`config.mk`:
```
export PLATFORM = sky130hd
export DESIGN_NAME = nco_sweep_ctrl
export DESIGN_NICKNAME = d
export VERILOG_FILES = /design/src/rtl/nco_sweep_ctrl.sv
export SDC_FILE = /design/constraint.sdc
export NUM_CORES = 1
export LEC_CHECK = 0
export CORE_UTILIZATION = 55
export DETAILED_ROUTE_END_ITERATION = 16
export PLACE_DENSITY_LB_ADDON = 0.12
export SKIP_CTS_REPAIR_TIMING = 1
export SYNTH_ARGS = -nofsm -noshare
export SYNTH_HDL_FRONTEND = slang
export SYNTH_SLANG_ARGS = --single-unit
```
`constraint.sdc`:
```
create_clock -name clk -period 8.1 [get_ports clk]
set_input_delay 1.215 -clock clk [delete_from_list [all_inputs] [get_ports clk]]
set_output_delay 1.215 -clock clk [all_outputs]
set_load 0.02 [all_outputs]
```
`src/rtl/nco_sweep_ctrl.sv`:
```
// ---------------------------------------------------------------------------
// nco_sweep_ctrl
//
// Steps an NCO through a linear frequency sweep. A sweep is a series of
// nsteps phase increments (start_inc, start_inc+step, ...), each held for
// dwell_eff clock-enabled samples. After the last step the NCO keeps running
// for LAT more cycles (FLUSH) so the samples still inside its pipeline come
// out. A LAT-deep shift register follows the RUN samples through the NCO
// latency, so sample_valid marks exactly the output samples that belong to
// this sweep.
//
// Parameters
//   APR     NCO phase-increment width
//   CNTW    step-count / step-index width
//   DWELLW  dwell-count width
//   LAT     NCO pipeline latency in clken cycles (must be >= 1)
//
// Ports
//   clk            single clock, all state on the rising edge
//   reset_n        asynchronous active-low reset
//   start          one-cycle sweep request, accepted only when idle
//   abort          cancel the sweep in progress (wins over start)
//   cfg_start_inc  first phase increment
//   cfg_step       two's-complement increment delta per step
//   cfg_nsteps     number of frequency steps (0 = immediate done)
//   cfg_dwell      samples per step (0 behaves as 1)
//   nco_clken      NCO clock enable, high in RUN and FLUSH
//   nco_phi_inc    NCO phase increment
//   nco_out_valid  out_valid from the NCO
//   sample_valid   current NCO output sample belongs to this sweep
//   step_idx       current step index
//   busy           state is not IDLE (registered)
//   done           one-cycle pulse on normal completion
// ---------------------------------------------------------------------------
module nco_sweep_ctrl #(
    parameter int APR    = 32,
    parameter int CNTW   = 16,
    parameter int DWELLW = 8,
    parameter int LAT    = 10
) (
    input  logic            clk,
    input  logic            reset_n,
    input  logic            start,
    input  logic            abort,
    input  logic [APR-1:0]  cfg_start_inc,
    input  logic [APR-1:0]  cfg_step,
    input  logic [CNTW-1:0] cfg_nsteps,
    input  logic [DWELLW-1:0] cfg_dwell,
    output logic            nco_clken,
    output logic [APR-1:0]  nco_phi_inc,
    input  logic            nco_out_valid,
    output logic            sample_valid,
    output logic [CNTW-1:0] step_idx,
    output logic            busy,
    output logic            done
);

    // The FLUSH counter only needs to reach LAT-1.
    localparam int FLW = (LAT > 1) ? $clog2(LAT) : 1;
    localparam logic [FLW-1:0] FLUSH_LAST = FLW'(LAT - 1);

    typedef enum logic [1:0] {
        IDLE  = 2'd0,
        RUN   = 2'd1,
        FLUSH = 2'd2
    } state_t;

    state_t            state;
    logic [APR-1:0]    step_reg;
    logic [CNTW-1:0]   last_step;
    logic [DWELLW-1:0] last_dwell;
    logic [DWELLW-1:0] dwell_cnt;
    logic [FLW-1:0]    flush_cnt;
    logic [LAT-1:0]    valid_sr;

    // The NCO output is ours only when the tag that entered the pipeline
    // LAT clken cycles ago came from RUN, the NCO says its output is valid,
    // and the NCO is actually being clocked this cycle.
    assign sample_valid = valid_sr[LAT-1] & nco_out_valid & nco_clken;

    // Single state machine. The configuration is captured at start so that
    // cfg_* may change freely during a sweep. nco_clken and busy are
    // registered alongside the state and always equal (state != IDLE).
    // Abort is checked before anything else so it beats start and also
    // suppresses a done that would otherwise fire on the same edge.
    always_ff @(posedge clk or negedge reset_n) begin
        if (!reset_n) begin
            state       <= IDLE;
            step_reg    <= '0;
            last_step   <= '0;
            last_dwell  <= '0;
            dwell_cnt   <= '0;
            flush_cnt   <= '0;
            valid_sr    <= '0;
            nco_clken   <= 1'b0;
            nco_phi_inc <= '0;
            step_idx    <= '0;
            busy        <= 1'b0;
            done        <= 1'b0;
        end else begin
            done <= 1'b0;
            if (abort) begin
                state     <= IDLE;
                nco_clken <= 1'b0;
                busy      <= 1'b0;
                dwell_cnt <= '0;
                flush_cnt <= '0;
                valid_sr  <= '0;
            end else begin
                // Tag pipeline mirrors the NCO pipeline: it advances only on
                // clken cycles and records whether the sample entering the
                // NCO was a RUN sample.
                if (nco_clken) begin
                    for (int i = LAT - 1; i > 0; i--) begin
                        valid_sr[i] <= valid_sr[i-1];
                    end
                    valid_sr[0] <= (state == RUN);
                end

                case (state)
                    IDLE: begin
                        if (start) begin
                            if (cfg_nsteps != '0) begin
                                step_reg    <= cfg_step;
                                last_step   <= cfg_nsteps - CNTW'(1);
                                last_dwell  <= (cfg_dwell == '0) ? '0
                                                                 : cfg_dwell - DWELLW'(1);
                                nco_phi_inc <= cfg_start_inc;
                                step_idx    <= '0;
                                dwell_cnt   <= '0;
                                flush_cnt   <= '0;
                                state       <= RUN;
                                nco_clken   <= 1'b1;
                                busy        <= 1'b1;
                            end else begin
                                // Empty sweep: report completion straight away.
                                done <= 1'b1;
                            end
                        end
                    end

                    RUN: begin
                        if (dwell_cnt == last_dwell) begin
                            dwell_cnt <= '0;
                            if (step_idx == last_step) begin
                                // Last step has dwelt long enough; hold the
                                // increment and drain the NCO pipeline.
                                state     <= FLUSH;
                                flush_cnt <= '0;
                            end else begin
                                // Modulo-2^APR add; wrap-around is intended.
                                step_idx    <= step_idx + CNTW'(1);
                                nco_phi_inc <= nco_phi_inc + step_reg;
                            end
                        end else begin
                            dwell_cnt <= dwell_cnt + DWELLW'(1);
                        end
                    end

                    FLUSH: begin
                        if (flush_cnt == FLUSH_LAST) begin
                            state     <= IDLE;
                            nco_clken <= 1'b0;
                            busy      <= 1'b0;
                            done      <= 1'b1;
                        end else begin
                            flush_cnt <= flush_cnt + FLW'(1);
                        end
                    end

                    default: begin
                        state     <= IDLE;
                        nco_clken <= 1'b0;
                        busy      <= 1'b0;
                    end
                endcase
            end
        end
    end

endmodule

```
==> impl_summary.md <==
Outcome
The run finished with clean final reports.

Worst setup path
Walking the worst path, the cells encountered are clkdlybuf4s50_1 -> or4_4 -> o41ai_4 -> or4_2 -> buf_4 -> o41a_2 -> buf_4 -> and4b_1 -> or3_1. The capturing point of the worst reg2reg path is nco_phi_inc[28]$_DFFE_PN0P_. In this run the worst setup path terminates at nco_phi_inc[23]$_DFFE_PN0P_. The critical-path cell with the highest stage delay is sky130_fd_sc_hd__buf_4. Along the worst path, the maximum fanout reaches 77. The critical path contains buffers and inverters numbering 3 combined. The type of the worst setup path is in -> reg. The critical path's largest stage delay is around 0.63 ns. The nature of the critical path endpoint is a flop. The most frequent cell on the critical path is sky130_fd_sc_hd__buf_4.

The startpoint identified for the worst register-to-register timing path is nco_phi_inc[0]$_DFFE_PN0P_. The kind of cell with the highest combined delay on the critical path is buffers and inverters. The worst setup path is launched from an input pin. STA puts the critical path data required time at 8.40 ns. The critical path startpoint is cfg_nsteps[11].

For the worst setup path, the data arrival time is 5.26 ns. For flop-to-flop paths, the worst setup slack is between 4 and 5 ns. The number of cells on the worst reg-to-reg path is 10. Counting buffers and inverters, the worst setup path is 9 cells deep.

Floorplanning
The die area is 14,800 sq um. In this run the count of I/O pins placed on the die edge is approximately 150. The floorplan step defined a core boundary enclosing 13,900 sq um. The horizontal die dimension is approximately 120 um. The floorplan row count is between 40 and 50. The die height is roughly 120 um. The effective utilization at floorplan is a little under three fifths.

Yosys
The combinational family with the most area after synthesis is simple AND/OR/NAND/NOR gates. The post-synthesis xor/xnor area fraction is under 10%. Among all flip-flop cells after synthesis, the most frequent one is sky130_fd_sc_hd__dfrtp_1. The number of synthesized register bits is 130. The number of cells produced by synthesis is 902.

The number of nets in the synthesized netlist is between 1,000 and 1,500. The arithmetic-cell share of the synthesized area counting full adders, half adders and majority gates is between 6 and 7%. The distinct cell type count of the synthesized netlist is 65. The number of enable-type register cells in the synthesized netlist is 0. The sequential area share after synthesis is ~41%. Summing the areas of all and, or, nand and nor instances in the mapped netlist gives ~22% of the synthesized area. The netlist area before placement is ~7900 sq um. The share of synthesized registers carrying an async set or reset is between 90% and 100%. The per-instance average area after synthesis is between 8 and 9 sq um. The share of synthesized area spent on multiplexers is 2.99%. The share of the synthesized area in compound gates (AO/OA/AOI/OAI) is 15.6%. The warning count from the yosys run is 0.

Cells and area
After routing the design area is roughly 10,000 sq um. The antenna cell count is 0. The growth of design area from synthesis to finish is 27.0%. The share of cells above drive strength 1 is approximately 6.1%. The final net count is around 1,200.

Global route
The number of global-route vias before repair is ~6,500. The first global-routing pass estimated 31,300 um of wire. Entering global routing, the biggest net connects just under 80 pins. The overall routing resource usage is 27.2%.

The number of antenna violations at the first check in global routing was 0. Summed over all layers, the global routing overflow is 0.

STA
Hold is met by 0.479 ns. The slew at the pin closest to its max-slew limit is just over 1 ns. The number of max-slew violations in the final report was 0. Setup repair after global routing left no endpoint under its margin. Adding up every negative setup slack in the final design gives 0 ns. The final number of hold-violating endpoints is 0. Across the routed clock network, the largest skew measured is between 0.007 and 0.008 ns. The final setup violation count is 0. After layout, the minimum clock period comes to a little under 5 ns. The slack of the critical path is between 3 and 4 ns. Measured against its own limit, the worst slew margin works out to about a third. The portion of the clock cycle consumed by the worst path in the final layout is 61.3%.

For this run, the top clock speed supported by timing is about 200 MHz.

Placement
The number of port buffers is approximately 140. The worst slack at placement is 2.73 ns. The HPWL after detailed placement is 13,600 um. The routability congestion estimate from global placement is between 0.8 and 0.9.

The placed instances occupy a cell area of about 9400 sq um.

Drt
The number of vias per cell is roughly 5.6. The post-detailed-route wirelength per cell is about 16 um. The first detailed-routing pass ran for 5 iterations.

The number of design rule violations left after detail routing is 0. The overall routed net length is just under 20,000 um. Summing over every cut layer, the via total after detailed routing is just under 7,000.

The count of nets left with antenna violations once routing finished came out at 0. The DRC marker count from the first detailed-route iteration is just under 500.

Worst hold path
In this run the worst hold path is classified as reg -> reg. The beginning of the worst hold path is step_reg[11]$_DFFE_PN0P_.

CTS
At the later pin of the worst-skew pair, clock insertion delay measures roughly 0.42 ns. The deepest clock path buffer count is 2. Counting every sink on the clock net gives between 100 and 150. The clock tree synthesis step divided the H-tree into 4 levels. The cell at the root of the clock tree is sky130_fd_sc_hd__clkbuf_16. In this run, CTS created clock tree buffers numbering 17. The post-CTS clock slew at the launch and capture registers of the worst setup and hold paths is roughly 0.060 ns. The clock tree from TritonCTS is built.

Power and ir drop
The maximum ir drop on the vdd rail is ~0.2 mV. The power density relative to cell area is 329 nW/um^2. In this run the static leakage power is 0.00451 uW.

Run
The number of violations of the max-capacitance limit is 0.
[cell families (layout without fill, tap and decap cells)]
family / Yosys count / in the layout
simple gates: 385 / 385
compound gates: 197 / 197
flops: 130 / 130
fa+ha+maj: 39 / 39
xor+xnor: 79 / 79
mux: 23 / 23
buf+inv: 49 / 191
[worst reg2reg max path, stage by stage, from the launching register on]
cell	delay, ns
sky130_fd_sc_hd__dfrtp_1	0.40
sky130_fd_sc_hd__ha_1	0.26
sky130_fd_sc_hd__fa_1	0.44
sky130_fd_sc_hd__a211oi_1	0.32
sky130_fd_sc_hd__o21ai_0	0.21
sky130_fd_sc_hd__o211ai_1	0.32
sky130_fd_sc_hd__nand3_1	0.28
sky130_fd_sc_hd__o311a_1	0.43
sky130_fd_sc_hd__a41o_1	0.32
sky130_fd_sc_hd__o31ai_1	0.23
sky130_fd_sc_hd__mux2_2	0.19
[report_power, final]
group | switching [uW] | internal (uW) | leakage, uW
clock network | 299 | 479 | 0.000294
registers | 160 | 829 | 0.00167
logic | 841 | 678 | 0.00254
total | 1300 | 1990 | 0.00451
[through the flow]
stage          cells  util [%]  total power [uW]
6_report        1224      71.8              3290
3_5_place_dp    1192      67.5              2500
4_1_cts         1224      71.8              3290
5_1_grt         1224      71.8              3510
2_1_floorplan    902         -              2040
3_3_place_gp    1192      67.5              2460
[area by class of cell]
cell class                      count  area (sq um)
Timing Repair Buffer              151          1490
Clock buffer                       21           470
Sequential cell                   130          3250
Fill cell                        1106          3930
Clock inverter                     11           126
Tap cell                          180           225
Inverter                            8          30.0
Multi-Input combinational cell    723          4410
[cells in the final DEF, fill, tap and decap left out, types with 18 or more instances in the layout]
cell type,instances
sky130_fd_sc_hd__a21o_1,18
sky130_fd_sc_hd__a21oi_1,39
sky130_fd_sc_hd__clkdlybuf4s50_1,143
sky130_fd_sc_hd__dfrtp_1,130
sky130_fd_sc_hd__ha_1,38
sky130_fd_sc_hd__mux2i_1,19
sky130_fd_sc_hd__nand2_1,199
sky130_fd_sc_hd__nand3_1,18
sky130_fd_sc_hd__nor2_1,80
sky130_fd_sc_hd__o21ai_0,81
sky130_fd_sc_hd__xnor2_1,44
sky130_fd_sc_hd__xor2_1,35
[synth_stat cells, types with 3 or more instances]
library cell	number	area share (%)
sky130_fd_sc_hd__a41oi_1	3	0.33
sky130_fd_sc_hd__o21ai_0	81	5.1
sky130_fd_sc_hd__nor2_1	80	3.8
sky130_fd_sc_hd__or2_2	3	0.24
sky130_fd_sc_hd__nor3_1	16	1.0
sky130_fd_sc_hd__and3_1	10	0.79
sky130_fd_sc_hd__or3_1	6	0.48
sky130_fd_sc_hd__a21oi_1	39	2.5
sky130_fd_sc_hd__nand2_1	199	9.5
sky130_fd_sc_hd__nand2b_1	6	0.48
sky130_fd_sc_hd__nor4_1	8	0.64
sky130_fd_sc_hd__buf_2	5	0.32
sky130_fd_sc_hd__o21a_1	4	0.38
sky130_fd_sc_hd__clkbuf_1	24	1.1
sky130_fd_sc_hd__nand3_1	18	1.1
sky130_fd_sc_hd__xor2_1	35	3.9
sky130_fd_sc_hd__mux2_2	4	0.57
sky130_fd_sc_hd__mux2i_1	19	2.4
sky130_fd_sc_hd__buf_1	6	0.29
sky130_fd_sc_hd__or4_1	5	0.48
sky130_fd_sc_hd__o31ai_1	4	0.38
sky130_fd_sc_hd__a21boi_0	3	0.29
sky130_fd_sc_hd__or3b_2	3	0.33
sky130_fd_sc_hd__a31oi_1	5	0.40
sky130_fd_sc_hd__ha_1	38	6.0
sky130_fd_sc_hd__or4_4	3	0.43
sky130_fd_sc_hd__inv_1	8	0.38
sky130_fd_sc_hd__buf_6	4	0.57
sky130_fd_sc_hd__a211oi_1	7	0.67
sky130_fd_sc_hd__xnor2_1	44	4.9
sky130_fd_sc_hd__nand4_1	9	0.71
sky130_fd_sc_hd__nor2b_1	5	0.40
sky130_fd_sc_hd__dfrtp_1	130	41
sky130_fd_sc_hd__a21o_1	18	1.7
sky130_fd_sc_hd__o211ai_1	7	0.67
sky130_fd_sc_hd__o31a_1	4	0.44
[how the worst min path moves through the flow]
| stage | endpoint | slack [ns] | cells after the start |
|---|---|---|---|
| 2_1_floorplan | step_reg[0]$_DFFE_PN0P_ | 0.45 | 2 |
| 3_3_place_gp | step_reg[30]$_DFFE_PN0P_ | 0.46 | 2 |
| 3_5_place_dp | step_reg[4]$_DFFE_PN0P_ | 0.47 | 2 |
| 4_1_cts | step_reg[11]$_DFFE_PN0P_ | 0.48 | 2 |
| 5_1_grt | step_reg[4]$_DFFE_PN0P_ | 0.50 | 2 |
| 6_report | step_reg[11]$_DFFE_PN0P_ | 0.48 | 2 |
[routing by layer]
layer	global-route usage (%)	routed length, um	share of wire [%]	up-vias
met1	34.8	8710	45	3182
met2	44.9	9040	47	188
met4	10.8	400	2.1	0
met3	5.81	1050	5.5	28
met5	0	0	0	-
li1	-	-	-	3408
(Power assumes the default switching activity.)
==> RTL change: new RTL, same settings <==
Make the reset (`reset_n`) synchronous in one clocked block. Comments in the files are not updated.
--- a/src/rtl/nco_sweep_ctrl.sv
+++ b/src/rtl/nco_sweep_ctrl.sv
@@ -83,7 +83,7 @@
     // registered alongside the state and always equal (state != IDLE).
     // Abort is checked before anything else so it beats start and also
     // suppresses a done that would otherwise fire on the same edge.
-    always_ff @(posedge clk or negedge reset_n) begin
+    always_ff @(posedge clk) begin
         if (!reset_n) begin
             state       <= IDLE;
             step_reg    <= '0;
Behaviour: differs if reset_n is asserted again (counterexample within 4 cycles, from zero or initial values and one cycle with reset_n low); with reset_n held inactive, the same outputs for 4 cycles.
==> RTL change against the original RTL <==
  * Non-clock buffer count stayed put
  * Sequential share of layout area is 6.1 points lower
  * Cell area is 1.6% lower
  * Core utilization is 1.7 points higher
  * Die area is 2.9% lower
  * Setup slack better by 0.93 ns
  * Wire length is 3.5% higher
  * Area after synthesis is 2.9% lower
  * Sequential cell count stayed put
Power is not compared: it rests on default switching activity, and its combinational part moved more than twofold at a synthesized area within 25%.
==> RTL change: results (changes against the original RTL) <==
status: "completed"
clk_latency_ns: 0.42  # about the same
ir_worst_vdd_uv: 150
grt_pass1_vias: 6777  # +3.6%
slowest_delay_ns: 0.57  # -0.06 ns
yosys-top-cells-area: "dfxtp_1 (34%), nand2_1 (8.0%), ha_1 (6.2%)"
n_antenna_cell: 0  # unchanged
clockBufferDepth: 2  # unchanged
cp.arrival_ns: 4.37  # -0.89 ns
rr_startpoint: "nco_phi_inc[0]$_SDFFE_PN0P_"
ys_types: 68  # +4.6%
post_drt_via_cell_ratio: 5.76  # +3.5%
grt_pass1_wl_mm: 32.6  # +4.1%
grt_max_degree: 97  # +24%
place.gp.congestion: 0.895  # +5.7%
hold_depth: 2  # unchanged
syn_nets: 1067  # +3.2%
path_clk_slew_ns: 0.06  # about the same
maxSlewHeadroom: 0.387  # +0.0629
fin_skew_ns: 0.00720  # -0.000369 ns
synth_cells: 935  # +3.7%
drt_iter0_drc: 410  # -15%
place_ws_ns: 3.72  # +0.989 ns
root_buffer: "clkbuf_16"
ys_top_cells_by_count: "nand2_1 (162), dfxtp_1 (130), a21oi_1 (61), nor2_1 (60), clkbuf_1 (43)"
cts_buffers: 17  # unchanged
r2r_slack_ns: 4.64  # about the same
antenna_found_initial: 0  # unchanged
rr_worst_depth: 11  # +1
r2r_end: "nco_phi_inc[28]$_SDFFE_PN0P_"
p_leak_uw: 0.00424
htree_num_levels: 4  # unchanged
firstDrtPassIters: 5  # unchanged
crit_family: "simple AND/OR/NAND/NOR gates"
vias: 7151  # +5.1%
cp_max_fo: 45  # -42%
holdCritPathClass: "flop to flop"
crit_path_top_delay_cell: "or4_1"
hp-start: "step_reg[18]$_SDFFE_PN0P_"
layout-drive-gt1-share: 0.0488  # -0.0125
ys_warn_count: 0  # unchanged
grtUsageTotal: 0.285  # +0.0128
min_to: "step_reg[18]$_SDFFE_PN0P_"
ys_seq_area_frac: 0.340  # -0.0726
wl_per_cell_um: 16.0  # +2.0%
hpwl_mm: 13.7  # +0.68%
synth-async-reset-ratio: 0  # -1.00
io_buffers: 144  # unchanged
-- RTL change: cell type report --
cell class	count	area (sq um)
clock inverters	8	171
flip-flops and latches	130	2600
multi-input cells	742	4820
well taps	176	220
fillers	1067	3560
clock buffers	24	502
repair buffers	151	1490
inverters	11	41.3
-- RTL change: worst max-delay path by stage --
stage	start	endpoint	slack [ns]
2_1_floorplan	cfg_nsteps[7]	step_reg[11]$_SDFFE_PN0P_	4.89
3_3_place_gp	cfg_nsteps[10]	step_idx[14]$_SDFFE_PN0P_	3.80
3_5_place_dp	cfg_nsteps[4]	step_idx[14]$_SDFFE_PN0P_	3.72
4_1_cts	cfg_nsteps[4]	step_idx[14]$_SDFFE_PN0P_	4.12
5_1_grt	cfg_nsteps[4]	step_idx[7]$_SDFFE_PN0P_	3.89
6_report	cfg_nsteps[4]	step_idx[14]$_SDFFE_PN0P_	4.07
-- RTL change: routing by layer --
layer  GRT usage  part of all wire  wire, um
met3      0.0561             0.065      1290
met2       0.471              0.47      9250
met1       0.381              0.46      9190
met5           0                 0         0
met4      0.0656            0.0072       143
-- RTL change: cell families (layout without fill, tap and decap cells) --
group / count (synthesis) / count (layout) / share of synthesized area
fa+ha+maj: 39 / 39 / 0.0648
buf+inv: 63 / 194 / 0.0321
simple gates: 355 / 355 / 0.218
flops: 130 / 130 / 0.340
mux: 17 / 17 / 0.0223
compound gates: 251 / 251 / 0.231
xor+xnor: 80 / 80 / 0.0917
-- RTL change: stage by stage --
stage | hold slack, ns | area [sq um]
3_5_place_dp | 0.452 | 9170
3_3_place_gp | 0.447 | 9170
4_1_cts | 0.459 | 9840
2_1_floorplan | 0.439 | 7640
5_1_grt | 0.473 | 9840
6_report | 0.458 | 9840
-- RTL change: where the power goes --
group / internal (uW) / leakage, uW / total [uW] / switching (uW)
sequential: 672 / 0.00106 / 704 / 31.9
clock: 587 / 0.000327 / 864 / 276
combinational: 149 / 0.00285 / 311 / 163
-- RTL change: worst register-to-register path, stage by stage (launching register included) --
cell       delay (ns)
dfxtp_1          0.36
ha_1             0.24
fa_1             0.41
a21o_1           0.24
a2111oi_4        0.38
o2111ai_2        0.24
a41oi_2          0.33
o21bai_2         0.12
a211o_1          0.38
a41o_1           0.30
o311ai_1         0.23
o22ai_1          0.10
